===== src/rtl/bcd_pkg.sv =====
// Shared types and helpers for the BCD counter family.
// Used by bcd_countdown_7 and bin2bcd_seq.
package bcd_pkg;

  typedef enum logic [1:0] {
    IDLE  = 2'd0,
    CONV  = 2'd1,
    COUNT = 2'd2,
    DONE  = 2'd3
  } state_t;

  localparam int BCD_MAX = 99;
  localparam int DIGIT_W = 4;

  typedef struct packed {
    logic               borrow;
    logic [DIGIT_W-1:0] digit;
  } bcd_dec_t;

  // One BCD digit minus one; 0 wraps to 9 and raises borrow.
  function automatic bcd_dec_t bcd_digit_dec(input logic [DIGIT_W-1:0] d);
    bcd_dec_t r;
    if (d == '0) begin
      r.borrow = 1'b1;
      r.digit  = DIGIT_W'(9);
    end else begin
      r.borrow = 1'b0;
      r.digit  = d - DIGIT_W'(1);
    end
    return r;
  endfunction

endpackage


===== src/rtl/bin2bcd_seq.sv =====
// Iterative shift-add-3 (double-dabble) binary to two-digit BCD converter.
// tens/ones show the value the pending step would produce, so a caller can capture the result on the final step edge.
module bin2bcd_seq
  import bcd_pkg::*;
#(
  parameter int BIN_W = 7
) (
  input  logic               CLK,
  input  logic               RST_N,
  input  logic               clear,
  input  logic               step,
  input  logic [BIN_W-1:0]   bin_in,
  output logic [DIGIT_W-1:0] tens,
  output logic [DIGIT_W-1:0] ones
);

  logic [DIGIT_W-1:0]         r_tens;
  logic [DIGIT_W-1:0]         r_ones;
  logic [BIN_W-1:0]           r_bin;
  logic [DIGIT_W-1:0]         w_adj_tens;
  logic [DIGIT_W-1:0]         w_adj_ones;
  logic [2*DIGIT_W+BIN_W-1:0] w_shift;

  assign w_adj_tens = (r_tens >= DIGIT_W'(5)) ? r_tens + DIGIT_W'(3) : r_tens;
  assign w_adj_ones = (r_ones >= DIGIT_W'(5)) ? r_ones + DIGIT_W'(3) : r_ones;

  // Input is clamped upstream to 99, so no hundreds digit is ever shifted out of tens.
  assign w_shift = {w_adj_tens, w_adj_ones, r_bin} << 1;

  assign tens = w_shift[2*DIGIT_W+BIN_W-1 -: DIGIT_W];
  assign ones = w_shift[DIGIT_W+BIN_W-1 -: DIGIT_W];

  always_ff @(posedge CLK) begin
    if (!RST_N) begin
      r_tens <= '0;
      r_ones <= '0;
      r_bin  <= '0;
    end else if (clear) begin
      r_tens <= '0;
      r_ones <= '0;
      r_bin  <= bin_in;
    end else if (step) begin
      {r_tens, r_ones, r_bin} <= w_shift;
    end
  end

endmodule


===== src/rtl/bcd_countdown_7.sv =====
// Two-digit BCD countdown: latch start on run rise, convert to BCD, decrement to 00 and flag done.
// Optional macro BCD_COUNTDOWN_RELOAD_EN: reload the converted start at 00 and keep counting.
//
// state | meaning
// IDLE  | waiting for a run rise; digits hold last value
// CONV  | CONV_CYCLES shift-add-3 steps; digits unchanged
// COUNT | one BCD decrement per clock
// DONE  | reached 00; hold until run drops
module bcd_countdown_7
  import bcd_pkg::*;
#(
  parameter int CONV_CYCLES = 7,
  parameter int BCD_MAX     = 99
) (
  input  logic                   CLK,
  input  logic                   RST_N,
  input  logic [CONV_CYCLES-1:0] start_count,
  input  logic                   run,
  output logic [DIGIT_W-1:0]     digit_1,
  output logic [DIGIT_W-1:0]     digit_2,
  output logic                   busy,
  output logic                   done
);

  localparam int CNT_W = $clog2(CONV_CYCLES);

  state_t                 r_state;
  state_t                 w_state_next;
  logic                   r_run_q;
  logic [CNT_W-1:0]       r_conv_cnt;
  logic [DIGIT_W-1:0]     r_digit_1;
  logic [DIGIT_W-1:0]     r_digit_2;

  logic                   w_rise;
  logic                   w_conv_last;
  logic                   w_conv_clear;
  logic                   w_conv_step;
  logic                   w_conv_zero;
  logic [CONV_CYCLES-1:0] w_start_clamped;
  logic [DIGIT_W-1:0]     w_conv_tens;
  logic [DIGIT_W-1:0]     w_conv_ones;
  bcd_dec_t               w_dec_ones;
  bcd_dec_t               w_dec_tens;
  logic [DIGIT_W-1:0]     w_next_ones;
  logic [DIGIT_W-1:0]     w_next_tens;
  logic                   w_digits_zero;
  logic                   w_next_zero;

`ifdef BCD_COUNTDOWN_RELOAD_EN
  logic [2*DIGIT_W-1:0]   r_reload;
`endif

  assign w_rise          = run & ~r_run_q;
  assign w_conv_last     = (r_conv_cnt == '0);
  assign w_conv_clear    = run && (r_state == IDLE) && w_rise;
  assign w_conv_step     = run && (r_state == CONV);
  assign w_conv_zero     = (w_conv_tens == '0) && (w_conv_ones == '0);
  assign w_start_clamped = (start_count > CONV_CYCLES'(BCD_MAX)) ? CONV_CYCLES'(BCD_MAX)
                                                                : start_count;

  bin2bcd_seq #(
    .BIN_W (CONV_CYCLES)
  ) u_bin2bcd (
    .CLK    (CLK),
    .RST_N  (RST_N),
    .clear  (w_conv_clear),
    .step   (w_conv_step),
    .bin_in (w_start_clamped),
    .tens   (w_conv_tens),
    .ones   (w_conv_ones)
  );

  // Both digits borrowing means the display currently reads 00.
  assign w_dec_ones    = bcd_digit_dec(r_digit_1);
  assign w_dec_tens    = bcd_digit_dec(r_digit_2);
  assign w_digits_zero = w_dec_ones.borrow & w_dec_tens.borrow;
  assign w_next_ones   = w_dec_ones.digit;
  assign w_next_tens   = w_dec_ones.borrow ? w_dec_tens.digit : r_digit_2;
  assign w_next_zero   = (w_next_tens == '0) && (w_next_ones == '0);

  always_ff @(posedge CLK) begin
    if (!RST_N) begin
      r_state <= IDLE;
    end else begin
      r_state <= w_state_next;
    end
  end

  always_comb begin
    w_state_next = r_state;
    if (!run) begin
      w_state_next = IDLE;
    end else begin
      case (r_state)
        IDLE:  if (w_rise) w_state_next = CONV;
        CONV:  if (w_conv_last) w_state_next = w_conv_zero ? DONE : COUNT;
`ifdef BCD_COUNTDOWN_RELOAD_EN
        COUNT: w_state_next = COUNT;
`else
        COUNT: if (w_next_zero) w_state_next = DONE;
`endif
        DONE:  w_state_next = DONE;
        default: w_state_next = IDLE;
      endcase
    end
  end

  always_ff @(posedge CLK) begin
    if (!RST_N) begin
      r_run_q    <= 1'b0;
      r_conv_cnt <= '0;
      r_digit_1  <= '0;
      r_digit_2  <= '0;
`ifdef BCD_COUNTDOWN_RELOAD_EN
      r_reload   <= '0;
`endif
    end else begin
      r_run_q <= run;
      // A low run aborts: nothing below moves, so the digits freeze.
      if (run) begin
        case (r_state)
          IDLE: begin
            if (w_rise) r_conv_cnt <= CNT_W'(CONV_CYCLES - 1);
          end
          CONV: begin
            if (w_conv_last) begin
              r_digit_2 <= w_conv_tens;
              r_digit_1 <= w_conv_ones;
`ifdef BCD_COUNTDOWN_RELOAD_EN
              r_reload  <= {w_conv_tens, w_conv_ones};
`endif
            end else begin
              r_conv_cnt <= r_conv_cnt - CNT_W'(1);
            end
          end
          COUNT: begin
            if (w_digits_zero) begin
`ifdef BCD_COUNTDOWN_RELOAD_EN
              {r_digit_2, r_digit_1} <= r_reload;
`endif
            end else begin
              r_digit_1 <= w_next_ones;
              r_digit_2 <= w_next_tens;
            end
          end
          default: ;
        endcase
      end
    end
  end

  assign digit_1 = r_digit_1;
  assign digit_2 = r_digit_2;
  assign busy    = (r_state == CONV) || (r_state == COUNT);
`ifdef BCD_COUNTDOWN_RELOAD_EN
  assign done    = (r_state == DONE) || ((r_state == COUNT) && w_digits_zero);
`else
  assign done    = (r_state == DONE);
`endif

endmodule


===== config.mk =====
export PLATFORM = sky130hd
export DESIGN_NAME = bcd_countdown_7
export DESIGN_NICKNAME = d
export VERILOG_FILES = /design/src/rtl/bcd_pkg.sv /design/src/rtl/bin2bcd_seq.sv /design/src/rtl/bcd_countdown_7.sv
export SDC_FILE = /design/constraint.sdc
export NUM_CORES = 1
export LEC_CHECK = 0
export CAP_MARGIN = 20
export CORE_MARGIN = 2
export CORE_UTILIZATION = 45
export CTS_CLUSTER_SIZE = 28
export DETAILED_ROUTE_END_ITERATION = 12
export PLACE_DENSITY = 0.66
export SLEW_MARGIN = 20
export SYNTH_ARGS = -nofsm -noshare
export SYNTH_HDL_FRONTEND = slang
export SYNTH_SLANG_ARGS = --single-unit

===== constraint.sdc =====
create_clock -name CLK -period 3.8 [get_ports CLK]
set_input_delay 0.95 -clock CLK [delete_from_list [all_inputs] [get_ports CLK]]
set_output_delay 0.95 -clock CLK [all_outputs]
set_load 0.005 [all_outputs]

# ---- After elaboration in Yosys (flattened, before gate mapping)
# Index checks and enable logic that the tools add are counted.
dict set report op_classes {
  n_lt_le_gt_ge 3
  muxes 22
  n_reduce_logical 22
  bitwise 4
  eq_ne 8
  addsub 5
}
# cell n
set ops {}
lappend ops {{4-bit logical NOT} 6}
lappend ops {{4-bit two-way mux} 6}
lappend ops {{7-bit two-way mux} 3}
lappend ops {{4-bit case mux with 2 select lines} 2}
lappend ops {{5-bit two-way mux} 2}
lappend ops {{2-bit != test, second input constant} 5}
lappend ops {{3-bit two-way mux} 3}
lappend ops {{4-bit by 3-bit >= comparator with 1-bit output, second input constant} 2}
lappend ops {{2-bit case mux with 4 select lines} 1}
lappend ops {{4-bit AND reduction} 2}
lappend ops {{4-bit by 1-bit subtractor with 4-bit output, second input constant} 2}
lappend ops {{7-bit greater-than comparator, second input constant} 1}
lappend ops {{2-bit two-way mux} 3}
lappend ops {{3-bit case mux with 2 select lines} 1}
lappend ops {{2-bit nonzero test} 3}
lappend ops {{1-bit logical AND} 5}
lappend ops {{4-bit by 2-bit adder with 4-bit output, second input constant} 1}
lappend ops {{2-bit == test, second input constant} 2}
lappend ops {{3-bit by 2-bit adder with 3-bit output, second input constant} 1}
lappend ops {{3-bit logical NOT} 1}
lappend ops {{3-bit AND reduction} 1}
lappend ops {{3-bit by 1-bit subtractor with 3-bit output, second input constant} 1}
lappend ops {{1-bit AND} 2}
lappend ops {{2-bit by 1-bit == test with 1-bit output, second input constant} 1}
lappend ops {{other kinds (6)} 7}
dict set report totals {
  inputBits 10
  out_inout_bits 10
  reg_bits 29
  word_cells 72
}

# ---- Depth between registers and ports, before layout
# Gate-level depths: netlist (run 1).
dict set report logic_depth {
  depth_word 7
  depth_mapped 8
  ltp_nobuf 7
}

# ---- Modules after synthesis
# Synthesis (run 1) repeated with hierarchy kept, for this count alone.
dict set report hier_totals {
  hier_cells 233
  hier_area_um2 1885.6
}
# module area_each_um2 seq_area_each_um2 cells_each instances
set modules_own_cells {}
lappend modules_own_cells {bcd_countdown_7 1033.5 280.3 128 1}
lappend modules_own_cells {bin2bcd_seq 852.1 300.3 105 1}

# ---- Worst setup path after synthesis (run 1)
# No wires, ideal clock.
dict set report synth_path {
  path_kind {input to register}
  from {input port run}
  to {register r_digit_2[2], in the netlist digit_2[2]}
  path_stages 4
  required_ns 3.716
  path_slack_ns 1.995
  arrival_time_ns 1.720
  setup_time_ns 0.084
  path_buffers 0
  cell_sequence {o21ai_1 > a211oi_4 > nand2_2 > o31ai_2}
}
dict set report synth_via {
  elab_chain_len 1
}
# item line_no
set synth_lines {}
lappend synth_lines {{start, declared} bcd_countdown_7.sv:18} ;# input logic run,
lappend synth_lines {{4-bit AND reduction (no line)} -}
lappend synth_lines {{end signal, assigned} bcd_countdown_7.sv:127} ;# r_digit_2 <= w_conv_tens;
lappend synth_lines {{end signal, assigned} bcd_countdown_7.sv:143} ;# r_digit_2 <= w_next_tens;
lappend synth_lines {{end, declared} bcd_countdown_7.sv:32} ;# logic [DIGIT_W-1:0] r_digit_2;
# No other way between the ends.
# A chain may end at the register's enable or synchronous reset.

# ---- Worst setup path in the final report (run 1)
dict set report layout_path {
  from {register r_state[0]}
  to {output port busy}
}
dict set report layout_via {
  elab_chain_len 2
  elab_cells_between_ends 3
  classes_between {eq/ne: 2; reduce/logical: 1}
}
# item line_no
set layout_lines {}
lappend layout_lines {{start, declared} bcd_countdown_7.sv:27} ;# state_t r_state;
lappend layout_lines {{start signal, assigned} bcd_countdown_7.sv:85} ;# r_state <= w_state_next;
lappend layout_lines {{2-bit by 1-bit == test with 1-bit output / 2-bit == test (equally long branches)} bcd_countdown_7.sv:154} ;# assign busy = (r_state == CONV) || (r_state == COUNT);
lappend layout_lines {{1-bit logical OR *} bcd_countdown_7.sv:154}
lappend layout_lines {{end, declared} bcd_countdown_7.sv:21} ;# output logic busy,
# Mark *: on every way between the ends. The rest lies on a longest branch, timed or not.

==> results.sh, run 1 <==
export IMPL_via_per_inst=5.53
export IMPL_clk_pin_slew_ps=60
export IMPL_syn_inst=217
export IMPL_critical_path_class="reg -> out"
export IMPL_area_growth_pct=16.8
export IMPL_dp_cells=275
export IMPL_max_stage_delay_ps=490
export IMPL_grt_pass1_vias=1518
export IMPL_hold_buffers=0
export IMPL_avgSynthCellArea_um2=8.05
export IMPL_crit_chain="inv_1, ha_1, clkdlybuf4s50_1"
export IMPL_async_flop_share=0
export IMPL_synth_edf_count=0
export IMPL_fin_crit_ps=2470
export IMPL_syn_nets=238
export IMPL_worstMarginPinSlew_ps=698
export IMPL_outcome="finished, final reports clean"
export IMPL_route_detailed_drc=0
export IMPL_tritoncts="built"
export IMPL_io_pins=20
export IMPL_fin_cells=283
export IMPL_synth_area_leaders="dfxtp_1 33%, ha_1 7.9%, nand2_1 7.7%, a21oi_1 6.3%, nor2_1 4.1%"
export IMPL_mostFrequentLayoutCells="36 x nand2_1, 29 x dfxtp_1, 22 x a21oi_1"
export IMPL_core_region_area_um2=3690
export IMPL_rsz0062_at_grt="false"
export IMPL_grt_max_degree=16
export IMPL_die_width_um=66.3
export IMPL_hold_viol_final=0
export IMPL_drv_slew=0
export IMPL_ys_seq_area_frac=0.332
export IMPL_yosys_warnings=0
export IMPL_dr_total_vias=1566
export IMPL_synthDistinctLibCells=48
export IMPL_port_buffers=19
export IMPL_layout_nets=255
export IMPL_drtPass1Iterations=4
export IMPL_critPathSlowestCell="clkdlybuf4s50_1"
export IMPL_path_max_fanout=4
export IMPL_finalSetupViolations=0
export IMPL_p_per_area_nw_per_um2=362
export IMPL_cp_end_kind="output port"
export IMPL_cts_setup_buffers=0
export IMPL_hold_class="reg -> reg"
export IMPL_cts_root_buffer="clkbuf_8"
export IMPL_synth_top_area_cell="dfxtp_1"
export IMPL_synth_top_area_frac=0.332
export IMPL_layout_commonest_cell="nand2_1"
export IMPL_drt_wl_total_mm=3.87
export IMPL_die_h_um=66.3
export IMPL_cts_inserted_buffers=5
export IMPL_fill_cells=375
export IMPL_htree_levels=2
export IMPL_slew_headroom=0.523
export IMPL_tns_ps=0
export IMPL_place_hpwl_mm=2.79
export IMPL_ir_drop_v=0.000268
export IMPL_antenna_left=0
export IMPL_wl_per_cell_um=13.7
export IMPL_fp_dieArea_um2=4400
export IMPL_cap_violations=0
export IMPL_drive_gt1_frac=0.0681
export IMPL_cts_buffer_depth=2
export IMPL_synth_seq_cells=29
export IMPL_initial_core_util=0.474
export IMPL_finalCritPeriodShare=0.650
export IMPL_p_leak_uw=0.000748
export IMPL_num_rows=22
export IMPL_crit_required_ps=2850
export IMPL_dr_first_iter_drc_count=98
export IMPL_cp_arrival_ps=1520
export IMPL_fin_skew_ps=3.92
export IMPL_cp_start_kind="register"
export IMPL_clkLatencyLatePin_ps=280
export IMPL_cts_repair_resized=0
export IMPL_synth_area_um2=1750
export IMPL_overflow=0
export IMPL_n_antenna_cell=0
export IMPL_clock_sinks=29
export IMPL_gp_congestion=0.812
export IMPL_ys_flop_type="dfxtp_1"
export IMPL_grt_first_pass_wirelength_mm=6.88
export IMPL_max_freq_mhz=405
export IMPL_antenna_found_initial=0
export IMPL_grt_use_total=0.203
kinds of logic (layout without fill, tap and decap cells):
family | after synthesis | in the layout | synth area share
compound gates | 61 | 61 | 0.257
buf+inv | 24 | 42 | 0.0537
simple gates | 84 | 84 | 0.235
xor+xnor | 4 | 4 | 0.0201
fa+ha+maj | 11 | 11 | 0.0788
mux | 4 | 4 | 0.0229
flops | 29 | 29 | 0.332
flip-flops by register name, indices dropped and copies added (netlist names):
name and count:
r_run_q 1, u_bin2bcd.r_ones 4, r_conv_cnt 3, r_state 2, digit_1 4, u_bin2bcd.r_tens 4
digit_2 4, u_bin2bcd.r_bin 7
synth_stat cells, types with 3 or more instances:
cell,number
a211oi_1,6
nand2_1,36
a311oi_1,6
o221a_1,3
a21oi_1,22
and2_1,3
nand3_1,3
inv_1,15
buf_2,3
nor2_1,19
xnor2_1,3
nor3b_1,3
clkbuf_1,5
mux2i_1,4
nand3b_1,3
nor3_1,4
o21ai_0,3
nand2b_1,4
ha_1,11
dfxtp_1,29
through the flow:
stage	util	instance area (um^2)	hold slack, ps	setup WS [ps]	power [uW]
floorplan	-	1750	441	2000	453
global placement	0.531	1960	459	1230	497
detailed placement	0.531	1960	460	1120	497
CTS	0.553	2040	475	1320	742
global route	0.553	2040	504	1220	781
finish	0.553	2040	472	1330	737
report_power, final:
group          switching, uW  internal (uW)  total [uW]
logic                   82.8           68.4         151
registers               16.0            324         340
clock network            116            130         246
total                    215            522         737
routing by layer:
layer,wire length [um],share of wire,track usage,vias up
li1,-,-,-,808
met3,125,0.032,0.0392,7
met2,1710,0.44,0.315,31
met4,61,0.016,0.0842,0
met1,1970,0.51,0.275,720
met5,0,0,0,-
path summary, 6_finish.rpt:
check                      start                  to  slack, ps  cells after the start
max                   r_state[0]                busy       1330                      3
min reg2reg   u_bin2bcd.r_bin[1]  u_bin2bcd.r_bin[2]        470                      2
min           u_bin2bcd.r_bin[1]  u_bin2bcd.r_bin[2]        470                      2
max reg2reg  u_bin2bcd.r_ones[1]          r_state[0]       1590                      7
critical path: cells and delay by family, from the launching register on:
family	cells	cell delay, ps
buf+inv	2	570
flops	1	390
fa+ha+maj	1	280
layout make-up:
type / count / area [um^2] / area share
repair buffers: 19 / 190 / 0.0933
flip-flops and latches: 29 / 581 / 0.285
inverters: 15 / 56.3 / 0.0276
clock buffers: 8 / 80.1 / 0.0393
well taps: 48 / 60.1 / 0.0294
multi-input cells: 164 / 1070 / 0.526
(Power assumes the default switching activity.)
==> run 2, diff against run 1 <==
--- a/config.mk
+++ b/config.mk
@@ -10,7 +10,7 @@
 export CORE_UTILIZATION = 45
 export CTS_CLUSTER_SIZE = 28
 export DETAILED_ROUTE_END_ITERATION = 12
-export PLACE_DENSITY = 0.66
+export PLACE_DENSITY = 0.69
 export SLEW_MARGIN = 20
 export SYNTH_ARGS = -nofsm -noshare
 export SYNTH_HDL_FRONTEND = slang
==> constraint.sdc (replaced) <==
create_clock -name CLK -period 2.1 [get_ports CLK]
set_input_delay 0.525 -clock CLK [delete_from_list [all_inputs] [get_ports CLK]]
set_output_delay 0.525 -clock CLK [all_outputs]
set_load 0.005 [all_outputs]
==> results.sh, run 2 (synthesis gave the netlist of run 1 again) <==
export IMPL_outcome="finished, final reports clean"
export IMPL_p_per_area_nw_per_um2=627
export IMPL_crit_required_ps=1570
export IMPL_port_buffers=19
export IMPL_dr_total_vias=1616
export IMPL_antenna_found_initial=0
export IMPL_grt_use_total=0.207
export IMPL_place_hpwl_mm=2.94
export IMPL_cp_start_kind="register"
export IMPL_fin_skew_ps=1.87
export IMPL_tns_ps=0
export IMPL_clk_pin_slew_ps=60
export IMPL_gp_congestion=0.828
export IMPL_htree_levels=2
export IMPL_finalCritPeriodShare=0.945
export IMPL_p_leak_uw=0.000826
export IMPL_layout_commonest_cell="nand2_1"
export IMPL_n_antenna_cell=0
export IMPL_area_growth_pct=24.1
export IMPL_ir_drop_v=0.000384
export IMPL_drtPass1Iterations=4
export IMPL_clkLatencyLatePin_ps=280
export IMPL_hold_class="reg -> reg"
export IMPL_top_register="u_bin2bcd.r_bin"
export IMPL_cp_arrival_ps=1460
export IMPL_antenna_left=0
export IMPL_cts_inserted_buffers=5
export IMPL_overflow=0
export IMPL_clock_sinks=29
export IMPL_drt_met1_wl_mm=1.90
export IMPL_mostFrequentLayoutCells="36 x nand2_1, 27 x dfxtp_1, 21 x a21oi_1"
export IMPL_cts_repair_resized=1
export IMPL_top_layer_used="met4"
export IMPL_grt_first_pass_wirelength_mm=6.94
export IMPL_worstMarginPinSlew_ps=486
export IMPL_cts_buffer_depth=2
export IMPL_wl_per_cell_um=13.4
export IMPL_io_pins=20
export IMPL_finalSetupViolations=0
export IMPL_slew_headroom=0.673
export IMPL_die_h_um=66.3
export IMPL_hold_buffers=0
export IMPL_wl_met3_um=257
export IMPL_drt_wl_total_mm=3.97
export IMPL_fill_cells=349
export IMPL_die_width_um=66.3
export IMPL_tritoncts="built"
export IMPL_cts_root_buffer="clkbuf_8"
export IMPL_fin_util=0.588
export IMPL_place_ws_ps=-6.58
export IMPL_rsz0062_at_grt="false"
export IMPL_num_rows=22
export IMPL_critical_path_class="reg -> out"
export IMPL_grt_pass1_vias=1517
export IMPL_largest_reg_flops=7
export IMPL_grt_max_degree=16
export IMPL_max_freq_mhz=504
export IMPL_via_per_inst=5.44
export IMPL_core_region_area_um2=3690
export IMPL_setup_ws_ps=116
export IMPL_cts_setup_buffers=0
export IMPL_cp_end_kind="output port"
export IMPL_path_max_fanout=4
export IMPL_dr_first_iter_drc_count=90
export IMPL_initial_core_util=0.474
export IMPL_drv_slew=0
export IMPL_cap_violations=0
export IMPL_drive_gt1_frac=0.141
export IMPL_route_met2_wl_mm=1.77
export IMPL_hold_viol_final=0
export IMPL_fp_dieArea_um2=4400
export IMPL_route_detailed_drc=0
export IMPL_fin_crit_ps=1980
export IMPL_layout_nets=269
==> run 2: cell count changes in the layout (fill, tap and decap cells not counted) <==
cell,delta
a21oi_1,-1
clkbuf_1,-2
clkinv_2,+2
a21oi_2,+1
buf_12,+1
buf_4,+13
dfxtp_2,+2
a2111oi_0,-1
a2111oi_1,+1
dfxtp_1,-2
==> run 2: per-stage QoR <==
step	std cells	area (um^2)	hold WS, ps	power [uW]
6_report	297	2170	470	1360
5_1_grt	297	2170	500	1440
4_1_cts	297	2160	468	1370
3_5_place_dp	289	2080	456	922
3_3_place_gp	289	2080	460	920
2_1_floorplan	217	1750	441	820
==> run 2: report_power, final <==
part | switching [uW] | total (uW) | internal, uW
logic | 156 | 298 | 141
registers | 29.4 | 616 | 587
clock network | 216 | 445 | 229
==> run 2: cell type report <==
class	count	area, um^2	share of cell area
Multi-Input combinational cell	164	1080	0.497
Sequential cell	29	583	0.269
Timing Repair Buffer	33	308	0.142
Clock buffer	6	72.6	0.0335
Tap cell	48	60.1	0.0277
Inverter	15	56.3	0.0260
Clock inverter	2	10.0	0.00462
==> run 2: worst paths after layout <==
path                                     startpoint                  to  slack, ps  cells after the start
worst max-delay path                     r_state[0]                busy        120                      3
worst min-delay path             u_bin2bcd.r_bin[0]  u_bin2bcd.r_bin[0]        470                      2
worst max register to register  u_bin2bcd.r_ones[1]          r_state[0]        170                      8
worst min register to register   u_bin2bcd.r_bin[0]  u_bin2bcd.r_bin[0]        470                      2
==> run 2: per-layer routing <==
metal | up-vias | track usage
li1 | 833 | -
met1 | 730 | 0.286
met2 | 47 | 0.309
met5 | - | 0
met3 | 6 | 0.0562
met4 | 0 | 0.0689
==> run 2: critical path: stages, from the launching register on <==
cell,delay [ps]
dfxtp_2,360
inv_1,60
ha_1,270
clkdlybuf4s50_1,490
==> run 3, diff against run 2 <==
--- a/config.mk
+++ b/config.mk
@@ -6,7 +6,7 @@
 export NUM_CORES = 1
 export LEC_CHECK = 0
 export CAP_MARGIN = 20
-export CORE_MARGIN = 2
+export CORE_MARGIN = 8
 export CORE_UTILIZATION = 45
 export CTS_CLUSTER_SIZE = 28
 export DETAILED_ROUTE_END_ITERATION = 12
==> results.sh, run 3 (synthesis gave the netlist of run 1 again) <==
export IMPL_r2r_slack_ps=220
export IMPL_final_cell_area_um2=2160
export IMPL_cts_root_buffer="clkbuf_8"
export IMPL_cp_end_kind="output port"
export IMPL_p_leak_uw=0.000820
export IMPL_grt_use_total=0.141
export IMPL_crit_required_ps=1570
export IMPL_top_layer_used="met4"
export IMPL_gp_congestion=0.824
export IMPL_worstMarginPinSlew_ps=576
export IMPL_die_h_um=78.3
export IMPL_drive_gt1_frac=0.130
export IMPL_max_stage_delay_ps=490
export IMPL_cts_inserted_buffers=5
export IMPL_path_buf_inv=2
export IMPL_io_pins=20
export IMPL_cts_buffer_depth=2
export IMPL_grt_pass1_vias=1520
export IMPL_layout_commonest_cell="nand2_1"
export IMPL_path_max_fanout=4
export IMPL_hold_viol_final=0
export IMPL_drtPass1Iterations=4
export IMPL_drt_wl_total_mm=4.14
export IMPL_area_growth_pct=23.8
export IMPL_core_region_area_um2=3690
export IMPL_max_freq_mhz=492
export IMPL_place_hpwl_mm=3.10
export IMPL_critical_path_class="reg -> out"
export IMPL_rsz0062_at_grt="false"
export IMPL_critPathTopFamily="buffers and inverters"
export IMPL_drv_slew=0
export IMPL_antenna_left=0
export IMPL_antenna_found_initial=0
export IMPL_die_width_um=78.3
export IMPL_clk_pin_slew_ps=60
export IMPL_dr_total_vias=1602
export IMPL_fin_cells=295
export IMPL_drt_met1_wl_mm=2.06
export IMPL_outcome="finished, final reports clean"
export IMPL_hold_class="reg -> reg"
export IMPL_fin_crit_ps=2030
export IMPL_dp_cells=288
export IMPL_initial_core_util=0.474
export IMPL_port_buffers=19
export IMPL_crit_chain="inv_1, ha_1, clkdlybuf4s50_1"
export IMPL_finalCritPeriodShare=0.969
export IMPL_clock_sinks=29
export IMPL_tns_ps=0
export IMPL_dr_first_iter_drc_count=153
export IMPL_num_rows=22
export IMPL_cap_violations=0
export IMPL_cts_setup_buffers=0
export IMPL_critPathSlowestCell="clkdlybuf4s50_1"
export IMPL_cp_arrival_ps=1510
export IMPL_route_detailed_drc=0
export IMPL_p_per_area_nw_per_um2=635
export IMPL_n_antenna_cell=0
export IMPL_cp_start_kind="register"
export IMPL_hold_buffers=0
export IMPL_largest_reg_flops=7
export IMPL_htree_levels=2
export IMPL_via_per_inst=5.43
export IMPL_wl_met3_um=210
export IMPL_fin_skew_ps=6.76
export IMPL_clkLatencyLatePin_ps=280
export IMPL_placed_area_um2=2070
export IMPL_layout_nets=268
export IMPL_finalSetupViolations=0
export IMPL_fp_dieArea_um2=6130
export IMPL_mostFrequentLayoutCells="36 x nand2_1, 28 x dfxtp_1, 21 x a21oi_1"
export IMPL_overflow=0
export IMPL_tritoncts="built"
export IMPL_slew_headroom=0.606
export IMPL_ir_drop_v=0.000447
export IMPL_grt_first_pass_wirelength_mm=7.11
export IMPL_top_register="u_bin2bcd.r_bin"
export IMPL_wl_per_cell_um=14.0
export IMPL_route_met2_wl_mm=1.83
export IMPL_grt_max_degree=16
[run 3: through the flow]
stage	hold slack [ps]	total power (uW)	worst slack (ps)	utilization
finish	470	1370	65.7	0.586
global route	500	1440	0.246	0.586
CTS	468	1380	19.7	0.584
detailed placement	459	922	4.16	0.561
global placement	463	918	59.6	0.561
floorplan	441	820	383	-
[run 3: path summary, 6_finish.rpt]
check,from,end,depth (start not counted)
worst max register to register,u_bin2bcd.r_ones[1],r_state[0],8
worst max-delay path,r_state[1],busy,3
worst min-delay path,u_bin2bcd.r_bin[0],u_bin2bcd.r_bin[0],2
worst min register to register,u_bin2bcd.r_bin[0],u_bin2bcd.r_bin[0],2
[run 3: where the power goes]
group          internal (uW)  switching, uW  total [uW]
Combinational            139            159         298
Sequential               587           30.4         617
Clock                    259            199         458
[run 3: routing by layer]
metal,track usage,up-vias
met1,0.183,731
li1,-,830
met4,0.0389,0
met5,0,-
met2,0.219,34
met3,0.0433,7
[run 3: layout make-up]
class | instances | area [um^2]
Clock buffer | 7 | 86.3
Fill cell | 346 | 1530
Inverter | 15 | 56.3
Multi-Input combinational cell | 164 | 1080
Sequential cell | 29 | 582
Tap cell | 48 | 60.1
Timing Repair Buffer | 32 | 300
[run 3: repair_timing]
action,CTS,global route
endpoints found under the hold margin,0,0
resized for setup,0,3
setup endpoints to repair,0,2
[run 3: worst min-delay path, delay by kind of cell (launching register included)]
kind | cells | cell delay (ps)
AND/OR/NAND/NOR | 1 | 60
flip-flops | 1 | 310
AO/OA/AOI/OAI | 1 | 60
